<file path="config.mk">
export PLATFORM = sky130hd
export DESIGN_NAME = rs_15_11_encoder
export DESIGN_NICKNAME = d
export VERILOG_FILES = /design/src/rtl/rs_15_11_encoder.sv
export SDC_FILE = /design/constraint.sdc
export NUM_CORES = 1
export LEC_CHECK = 0
export ABC_AREA = 1
export BUFFER_PORTS_ARGS = -buffer_cell sky130_fd_sc_hd__buf_4
export CORE_UTILIZATION = 30
export DETAILED_ROUTE_END_ITERATION = 8
export PLACE_DENSITY_LB_ADDON = 0.08
export SYNTH_ARGS = -nofsm -noshare
export SYNTH_HDL_FRONTEND = slang
export SYNTH_SLANG_ARGS = --single-unit
</file>
<file path="constraint.sdc">
create_clock -name CLK -period 1.2 [get_ports CLK]
set_input_delay 0.24 -clock CLK [delete_from_list [all_inputs] [get_ports CLK]]
set_output_delay 0.24 -clock CLK [all_outputs]
set_load 0.02 [all_outputs]
</file>
<file path="src/rtl/rs_15_11_encoder.sv">
// Systematic RS(15,11) encoder over GF(16), primitive polynomial x^4+x+1.
// Eleven message symbols, highest-degree first, pass straight through to the
// output slot. They are followed by four parity symbols taken from a
// division LFSR with g(x) = x^4 + D x^3 + C x^2 + 8 x + 7.
// Optional feature macro: RS_ENC_ERR_INJECT_EN. When it is defined, an
// ERR_DATA port is added and its value is XORed into every symbol as the
// symbol is loaded into the output slot. The LFSR is never affected.
//
// Handshake: a transfer happens on a rising edge where valid && ready.
// valid never waits on ready. A presented symbol holds stable until it is
// taken. The single output slot can be drained and refilled in one cycle.
module rs_15_11_encoder (
    input  logic       CLK,
    input  logic       RESET_N,
    input  logic [3:0] IN_DATA,
    input  logic       IN_VALID,
    output logic       IN_READY,
    output logic [3:0] OUT_DATA,
    output logic       OUT_VALID,
    input  logic       OUT_READY,
    output logic       OUT_SOP,
    output logic       OUT_EOP,
`ifdef RS_ENC_ERR_INJECT_EN
    input  logic [3:0] ERR_DATA,
`endif
    output logic       DBG_STATE
);

    typedef enum logic {
        ST_MSG = 1'b0,
        ST_PAR = 1'b1
    } state_t;

    state_t     state_q, state_d;
    logic [3:0] r3, r2, r1, r0;
    logic [3:0] mcnt, pcnt;
    logic       slot_free;
    logic       msg_load, par_load;
    logic [3:0] fb, fb_d, fb_c, fb_8, fb_7;
    logic [3:0] err;

    // GF(16) multiply, reduced by x^4+x+1. It is used only with constant
    // operands, so it collapses into a small XOR network.
    function automatic logic [3:0] gf_mul(input logic [3:0] a, input logic [3:0] b);
        logic [3:0] p;
        logic [3:0] sh;
        p  = 4'h0;
        sh = a;
        for (int i = 0; i < 4; i++) begin
            if (b[i]) p = p ^ sh;
            sh = {sh[2:0], 1'b0} ^ (sh[3] ? 4'h3 : 4'h0);
        end
        return p;
    endfunction

`ifdef RS_ENC_ERR_INJECT_EN
    assign err = ERR_DATA;
`else
    assign err = 4'h0;
`endif

    assign fb        = IN_DATA ^ r3;
    assign fb_d      = gf_mul(fb, 4'hD);
    assign fb_c      = gf_mul(fb, 4'hC);
    assign fb_8      = gf_mul(fb, 4'h8);
    assign fb_7      = gf_mul(fb, 4'h7);
    assign DBG_STATE = (state_q == ST_PAR);

    // State register.
    always_ff @(posedge CLK or negedge RESET_N) begin
        if (!RESET_N) state_q <= ST_MSG;
        else          state_q <= state_d;
    end

    // Next-state logic, input ready, and slot load strobes.
    always_comb begin
        state_d   = state_q;
        slot_free = !OUT_VALID || OUT_READY;
        IN_READY  = 1'b0;
        msg_load  = 1'b0;
        par_load  = 1'b0;
        case (state_q)
            ST_MSG: begin
                IN_READY = slot_free;
                msg_load = IN_VALID && slot_free;
                if (msg_load && (mcnt == 4'd10)) state_d = ST_PAR;
            end
            ST_PAR: begin
                par_load = slot_free;
                if (par_load && (pcnt == 4'd3)) state_d = ST_MSG;
            end
            default: state_d = ST_MSG;
        endcase
    end

    // Output slot, LFSR and symbol counters. Four parity shifts leave the
    // LFSR empty, ready for the next codeword.
    always_ff @(posedge CLK or negedge RESET_N) begin
        if (!RESET_N) begin
            OUT_DATA  <= 4'h0;
            OUT_VALID <= 1'b0;
            OUT_SOP   <= 1'b0;
            OUT_EOP   <= 1'b0;
            r3        <= 4'h0;
            r2        <= 4'h0;
            r1        <= 4'h0;
            r0        <= 4'h0;
            mcnt      <= 4'd0;
            pcnt      <= 4'd0;
        end else if (msg_load) begin
            OUT_DATA  <= IN_DATA ^ err;
            OUT_VALID <= 1'b1;
            OUT_SOP   <= (mcnt == 4'd0);
            OUT_EOP   <= 1'b0;
            r3        <= r2 ^ fb_d;
            r2        <= r1 ^ fb_c;
            r1        <= r0 ^ fb_8;
            r0        <= fb_7;
            mcnt      <= (mcnt == 4'd10) ? 4'd0 : mcnt + 4'd1;
        end else if (par_load) begin
            OUT_DATA  <= r3 ^ err;
            OUT_VALID <= 1'b1;
            OUT_SOP   <= 1'b0;
            OUT_EOP   <= (pcnt == 4'd3);
            r3        <= r2;
            r2        <= r1;
            r1        <= r0;
            r0        <= 4'h0;
            pcnt      <= (pcnt == 4'd3) ? 4'd0 : pcnt + 4'd1;
        end else if (OUT_READY) begin
            OUT_VALID <= 1'b0;
        end
    end

endmodule

</file>
# Yosys cells after proc, flatten, opt, wreduce, memory -nomap -nowiden
# Index checks and enable logic that the tools add are counted.
# W data, S select, Z words.
[op_classes]
n_addsub = 2
eq_ne = 2
bitwise_logic = 14
mux = 28
n_reduce_logical = 9
[op_table]
columns = ["cell", "count"]
rows = [
  ["$mux W4", 12],
  ["$xor A4 B4 Y4", 9],
  ["$mux W1", 12],
  ["$xor A4 B2 Y4", 3],
  ["$add A4 B1 Y4 const B", 2],
  ["$mux W2", 3],
  ["$eq A4 B2 Y1 const B", 1],
  ["$eq A4 B4 Y1 const B", 1],
  ["$logic_not A4 Y1", 1],
  ["$logic_and A1 B1 Y1", 3],
  ["$reduce_bool A3 Y1", 1],
  ["$not A1 Y1", 2],
  ["$pmux W1 S2", 1],
  ["$reduce_and A2 Y1", 1],
  ["$reduce_bool A2 Y1", 1],
  ["$logic_not A1 Y1", 1],
  ["$logic_or A1 B1 Y1", 1],
]
[word_totals]
output_inout_bits = 9
input_bits = 8
wordCells = 66
reg_bits = 32

# Longest topological paths before layout
# Gate-level depths: netlist (run 1).
[logic_depth]
ltp_word = 10
mapped_depth = 10
depth_no_buf = 10

# Worst setup path before layout (run 1)
# No wires, ideal clock.
[synth_path]
kind = "register -> register"
from = "register state_q, in the netlist DBG_STATE"
to = "register r3[3]"
setup_ps = 119
path_buffers = 0
slack_ps = -183
t_arrival_ps = 1264
stages_incl_launch_ff = 9
t_required_ps = 1081
cell_sequence = "dfrtp_1 -> inv_1 -> nand2_2 -> nor2_8 -> nand2_1 -> nand2_1 -> nand3_1 -> nand3_1 -> o21ai_2"
[synth_via]
elab_chain_len = 2
elab_cells_between_ends = 4
[synth_lines]
columns = ["element", "line", "source"]
rows = [
  ["start: declaration", "34", "state_t state_q, state_d;"],
  ["start signal: assignment", "72", "else state_q <= state_d;"],
  ["$mux W1", "82", "case (state_q)"],
  ["$mux W4 or $reduce_bool A2 Y1 (tied branches)", "-", ""],
  ["end signal: assignment", "115", "r3 <= r2 ^ fb_d;"],
  ["end signal: assignment", "125", "r3 <= r2;"],
  ["end: declaration", "35", "logic [3:0] r3, r2, r1, r0;"],
]
# Parallel ways exist; a longest one is shown, timed or not.
# A chain may end at the register's enable or synchronous reset.

# Worst setup path in the final report (run 1)
[layout_path]
from = "register OUT_VALID"
to = "register OUT_EOP"
[layout_via]
elab_chain_len = 5
elab_cells_between_ends = 7
[layout_lines]
columns = ["element", "line", "source"]
rows = [
  ["start: declaration", "19", "output logic OUT_VALID,"],
  ["start signal: assignment", "101", "OUT_VALID <= 1'b0;"],
  ["start signal: assignment", "112", "OUT_VALID <= 1'b1;"],
  ["start signal: assignment", "122", "OUT_VALID <= 1'b1;"],
  ["$logic_not A1 Y1 (*)", "78", "slot_free = !OUT_VALID || OUT_READY;"],
  ["$logic_or A1 B1 Y1 (*)", "78", ""],
  ["$logic_and A1 B1 Y1", "85", "msg_load = IN_VALID && slot_free;"],
  ["$mux W1", "82", ""],
  ["$mux W1 or $reduce_bool A2 Y1 (tied branches)", "-", ""],
  ["end signal: assignment", "124", "OUT_EOP <= (pcnt == 4'd3);"],
  ["end: declaration", "22", "output logic OUT_EOP,"],
]
# Mark *: on every way between the ends. The rest lies on a longest branch, timed or not.

==> results.json, run 1 <==
{
  "skew_ns": 0.00309,
  "track_usage_pct": 16.4,
  "drt-pass1-iter-count": 4,
  "cp_cell_sequence": "nand2_4 -> nand2_8 -> nor2_8 -> nor2_4 -> buf_6 -> a32o_1",
  "syn_nets": 228,
  "first_iter_violations": 93,
  "layout.nets": 303,
  "timing.fmax_mhz": 735,
  "stdcell_count": 367,
  "synth_top_cell_area_share_pct": 46.2,
  "place_inst": 344,
  "area_growth_pct": 58.7,
  "holdWs_ns": 0.229,
  "worst_slew_pin_slew_ns": 0.433,
  "drv_slew": 0,
  "cts_sinks": 32,
  "place.port_buffers": 16,
  "ys_top_cells_by_count": "80 x nand2_1, 32 x dfrtp_1, 26 x inv_1",
  "design_area_um2": 2750,
  "yosysSeqAreaShare_pct": 46.2,
  "ios": 17,
  "status": "complete, but fails checks",
  "overflow": 0,
  "synth_edf_count": 0,
  "routabilityCongestion": 0.831,
  "crit_fanout": 8,
  "postLayoutSetupSlackWorst_ns": -0.160,
  "hold_start": "IN_DATA[0]",
  "ys_ff_latch": 32,
  "syn-instance-count": 219,
  "crit_type": "reg2reg",
  "cts-root-buf": "clkbuf_8",
  "leakagePower_nw": 1.35,
  "setup_viol": 32,
  "ant_nets": 0,
  "yosys.area.top_type": "dfrtp_1",
  "drc": 0,
  "cts.path.max_buffers": 2,
  "clkLatencyLatePin_ns": 0.28,
  "num_vias": 1716,
  "reg2reg_from": "OUT_VALID$_DFFE_PN0P_",
  "synthArstFlopShare_pct": 100,
  "yosysMostFrequentCell": "nand2_1",
  "die_area_um2": 6090,
  "grt_pass1_vias": 1624,
  "wl_mm": 4.63,
  "htreeDepth": 2,
  "synth_flop_cell": "dfrtp_1",
  "rsz0062_at_grt": "true",
  "peakVddDrop_uv": 1280,
  "synth_cell_types": 31,
  "cp-start-kind": "register",
  "violations": "setup timing",
  "initial_core_util_pct": 31.3,
  "cts_buffers": 5,
  "hpwl_mm": 3.23,
  "required_ns": 1.37,
  "syn_avg_cell_area_um2": 7.92,
  "startpoint": "OUT_VALID$_DFFE_PN0P_",
  "grt_pass1_wl_mm": 7.72,
  "n_antenna_cell": 0,
  "grt_max_degree": 33,
  "arrival_ns": 1.53,
  "p_per_area_nw_per_um2": 2480,
  "die_w_um": 78.0,
  "path_buf_inv": 1,
  "cap_violations": 0,
  "dieHeight_um": 78.0,
  "yosysWarnings": 0,
  "slew_headroom_pct": 71.1,
  "syn_area_um2": 1730,
  "cts_tree": "yes",
  "num_rows": 27,
  "post-route-min-period_ns": 1.36,
  "wl_per_cell_um": 12.6,
  "via_per_inst": 4.68,
  "layout-drive-gt1-share_pct": 47.5,
  "placed_cell_area_um2": 2270,
  "core_area_um2": 5540,
  "post-route-period-util_pct": 113,
  "antenna_found_initial": 0,
  "hold_class": "in2reg",
  "n_fill_cell": 549,
  "slowest_stage": "dfrtp_2",
  "path_clk_slew_ns": 0.07,
  "crit_path_end_kind": "register",
  "synthTopCellsByArea": "dfrtp_1 46%, nand2_1 17%, nand3_1 6.9%, inv_1 5.6%, o211ai_1 3.5%",
  "crit_path_max_incr_delay_ns": 0.42,
  "hold_violations": 0,
  "crit_family": "simple AND/OR/NAND/NOR gates"
}
per-layer routing:
layer	share of wire, %	global-route usage [%]	wire length [um]
met3	2.5	3.49	117
met2	50	27.3	2310
met4	1.3	4.81	59
met1	46	21.4	2140
met5	0	0	0
per-stage QoR:
| step | TNS, ns | setup slack, ns | utilization (%) | total power, W |
|---|---|---|---|---|
| after detailed placement | -4.15 | -0.205 | 40.9 | 0.00507 |
| after CTS | -2.33 | -0.123 | 46.4 | 0.00648 |
| after global routing | -5.41 | -0.217 | 49.7 | 0.00734 |
| final | -3.12 | -0.160 | 49.7 | 0.00684 |
| after global placement | -3.80 | -0.183 | 40.9 | 0.00507 |
| after floorplan | -2.59 | -0.127 | - | 0.00378 |
layout by cell type (no fill, tap or decap), types with 2 or more instances in the layout:
master    instances
nand3_4           3
clkbuf_8          6
inv_1            20
nand2_1          58
buf_6            14
a21oi_1           5
inv_4             3
nand2_4           4
xnor2_1           2
dfrtp_2           3
nor2_2            2
buf_4            54
nand2_2          19
clkbuf_1          2
dfrtp_1          29
nor2_4            4
nand3_2           9
nand3_1          13
nor3_1            2
nand4_1           3
inv_2             4
xor2_2            3
o21ai_1           4
o211ai_1          8
o221ai_2          2
nor2_1            2
registers in the layout, summed over array words and instances, names as in the netlist:
name / flops
OUT_DATA: 4
pcnt: 4
OUT_EOP: 1
r3: 4
OUT_VALID: 1
DBG_STATE: 1
r1: 4
r2: 4
mcnt: 4
OUT_SOP: 1
r0: 4
repair_timing:
item / 4_1_cts / 5_1_grt
pin swaps: 4 / 25
hold endpoints to repair: 32 / 0
hold buffers: 1 / 0
buffers inserted: 4 / 9
gates resized for setup: 43 / 29
endpoints found under the setup margin: 33 / 33
cloned: 1 / 0
final timing paths:
| kind | cells past startpoint | end | slack [ns] |
|---|---|---|---|
| setup / recovery | 6 | OUT_EOP$_DFFE_PN0P_ | -0.16 |
| hold / removal | 3 | OUT_DATA[0]$_DFFE_PN0P_ | 0.23 |
| setup reg to reg | 6 | OUT_EOP$_DFFE_PN0P_ | -0.16 |
| hold reg to reg | 2 | OUT_SOP$_DFFE_PN0P_ | 0.50 |
| max in group asynchronous | 2 | DBG_STATE$_DFF_PN0_ | 0.42 |
| min in group asynchronous | 2 | r2[1]$_DFFE_PN0P_ | 0.44 |
cells by family after synthesis:
family                     share of synthesized area (%)
buffers and inverters                               7.50
AOI/OAI and AO/OA                                   9.67
DFF                                                 46.2
xor gates and xnor gates                            3.97
and+or+nand+nor                                     32.0
adders and majority gates                          0.721
worst min-delay path: stages:
cell,delay [ns]
buf_4,0.12
nand2_1,0.07
nand3_2,0.05
where the power goes:
group	leakage [nW]	total [W]	switching, W	internal [W]
clock network	0.0455	0.000874	0.000406	0.000468
logic	0.912	0.00394	0.00207	0.00187
registers	0.389	0.00202	0.000439	0.00158
total	1.35	0.00684	0.00291	0.00392
area by class of cell:
| type | count | area [um2] | area share, % |
|---|---|---|---|
| inverter | 27 | 109 | 3.95 |
| timing repair buffer | 71 | 608 | 22.1 |
| tap | 72 | 90.1 | 3.27 |
| sequential | 32 | 805 | 29.2 |
| multi-input combinational | 157 | 1050 | 38.2 |
| clock buffer | 8 | 90.1 | 3.27 |
Power figures use the tool's default switching activity.
==> inputs of run 2 (changes only) <==
CAP_MARGIN = 20   (was not set)
MAX_ROUTING_LAYER = met4   (was not set)
SETUP_SLACK_MARGIN = 0.3   (was not set)
==> results.json, run 2 (synthesized netlist as in run 1, its figures left out) <==
{
  "status": "complete, but fails checks",
  "violations": "setup timing",
  "crit_path_end_kind": "register",
  "stdcell_count": 375,
  "first_iter_violations": 63,
  "initial_core_util_pct": 31.3,
  "path_clk_slew_ns": 0.07,
  "grt_pass1_wl_mm": 8.08,
  "required_ns": 1.40,
  "place_ws_ns": -0.266,
  "cts.path.max_buffers": 2,
  "postLayoutSetupSlackWorst_ns": -0.165,
  "ant_nets": 0,
  "worst_slew_pin_slew_ns": 0.445,
  "busiest_layer": "met2",
  "grt_use_met1_pct": 21.3,
  "cts_buffers": 5,
  "num_rows": 27,
  "worstRegToRegCells": 8,
  "slew_headroom_pct": 70.4,
  "drt-pass1-iter-count": 4,
  "endpoint": "mcnt[3]$_DFFE_PN0P_",
  "post-route-min-period_ns": 1.37,
  "hpwl_mm": 3.19,
  "cp-start-kind": "register",
  "cap_violations": 0,
  "regArea_um2": 805,
  "drv_slew": 0,
  "reg2reg_slack_ns": -0.17,
  "n_antenna_cell": 0,
  "leakagePower_nw": 1.43,
  "overflow": 0,
  "hold_class": "in2reg",
  "place_inst": 340,
  "cts_sinks": 32,
  "reg2reg_from": "OUT_VALID$_DFFE_PN0P_",
  "cts_tree": "yes",
  "use_met3_pct": 3.95,
  "drc": 0,
  "num_vias": 1710,
  "rsz0062_at_grt": "true",
  "place.port_buffers": 16,
  "timing.fmax_mhz": 733,
  "die_w_um": 78.0,
  "cts-root-buf": "clkbuf_8",
  "startpoint": "OUT_VALID$_DFFE_PN0P_",
  "arrival_ns": 1.56,
  "via_per_inst": 4.56,
  "core_area_um2": 5540,
  "setup_viol": 34,
  "tns_ns": -3.24,
  "use_met2_pct": 30.2,
  "hold_violations": 0,
  "htreeDepth": 2,
  "layout-drive-gt1-share_pct": 50.5,
  "multi_input_area_um2": 1050,
  "grt_max_degree": 33,
  "post-route-period-util_pct": 114,
  "wl_mm": 4.76,
  "mostFrequentLayoutCells": "56 x nand2_1, 56 x buf_4, 29 x dfrtp_1, 22 x buf_6, 19 x inv_1",
  "wl_per_cell_um": 12.7,
  "placed_cell_area_um2": 2240,
  "ios": 17,
  "crit_type": "reg2reg",
  "peakVddDrop_uv": 1250,
  "area_growth_pct": 66.1,
  "antenna_found_initial": 0,
  "crit_fanout": 6,
  "p_per_area_nw_per_um2": 2530,
  "layout.nets": 311,
  "grt_pass1_vias": 1781,
  "clkLatencyLatePin_ns": 0.28,
  "skew_ns": 0.00248,
  "design_area_um2": 2880,
  "dieHeight_um": 78.0,
  "die_area_um2": 6090,
  "timing.rr.end": "mcnt[3]$_DFFE_PN0P_",
  "n_fill_cell": 528,
  "track_usage_pct": 17.8,
  "routabilityCongestion": 0.765
}
## run 2: cell count changes in the layout (fill, tap and decap cells not counted), sizes merged
cell,delta
clkbuf,-1
bufinv,+1
nor2,-1
buf,+9
## run 2: layout make-up
cell class / instances / share of cell area (%)
tap: 72 / 3.13
multi-input combinational: 156 / 36.4
inverter: 27 / 4.04
clock inverter: 1 / 1.04
sequential: 32 / 27.9
timing repair buffer: 80 / 24.1
clock buffer: 7 / 3.34
## run 2: timing repair
item / in CTS / in global routing
resized for setup: 60 / 24
pin swaps: 13 / 11
hold buffers: 1 / 0
setup buffers: 17 / 9
endpoints found under the hold margin: 32 / 0
setup endpoints to repair: 40 / 40
## run 2: per-stage QoR
step           util, %  total power, W  hold WS (ns)
2_1_floorplan        -         0.00380       -0.0556
3_3_place_gp      40.4         0.00500         0.218
3_5_place_dp      40.4         0.00499         0.220
4_1_cts           49.1         0.00698         0.236
5_1_grt           52.0         0.00784         0.254
6_report          52.0         0.00728         0.235
## run 2: worst min-delay path by stage
stage	endpoint	slack (ns)	start	depth (start not counted)
CTS	OUT_DATA[0]$_DFFE_PN0P_	0.24	IN_DATA[0]	3
global route	OUT_DATA[0]$_DFFE_PN0P_	0.25	IN_DATA[0]	3
detailed placement	r2[1]$_DFFE_PN0P_	0.22	RESET_N	1
floorplan	DBG_STATE$_DFF_PN0_	-0.06	RESET_N	0
finish	OUT_DATA[0]$_DFFE_PN0P_	0.23	IN_DATA[0]	3
global placement	r2[1]$_DFFE_PN0P_	0.22	RESET_N	1
## run 2: power by group
group	switching (W)	total (W)	internal, W	leakage (nW)
logic	0.00206	0.00405	0.00199	0.979
registers	0.000479	0.00206	0.00158	0.389
clock network	0.000430	0.00116	0.000733	0.0645
## run 2: metal layers
| layer | up-vias | share of wire (%) |
|---|---|---|
| li1 | 882 | - |
| met1 | 803 | 46 |
| met2 | 17 | 50 |
| met3 | 8 | 2.6 |
| met4 | 0 | 1.4 |
| met5 | - | 0 |
## run 2: worst max-delay path, cell delays in order, from the launching register on
cell and delay [ns]:
dfrtp_2 0.43, nand2_4 0.08, nand2_4 0.07, nor2_8 0.14, buf_6 0.14, inv_6 0.05, nor3_4 0.11, nor2_1 0.06
nor3_1 0.19
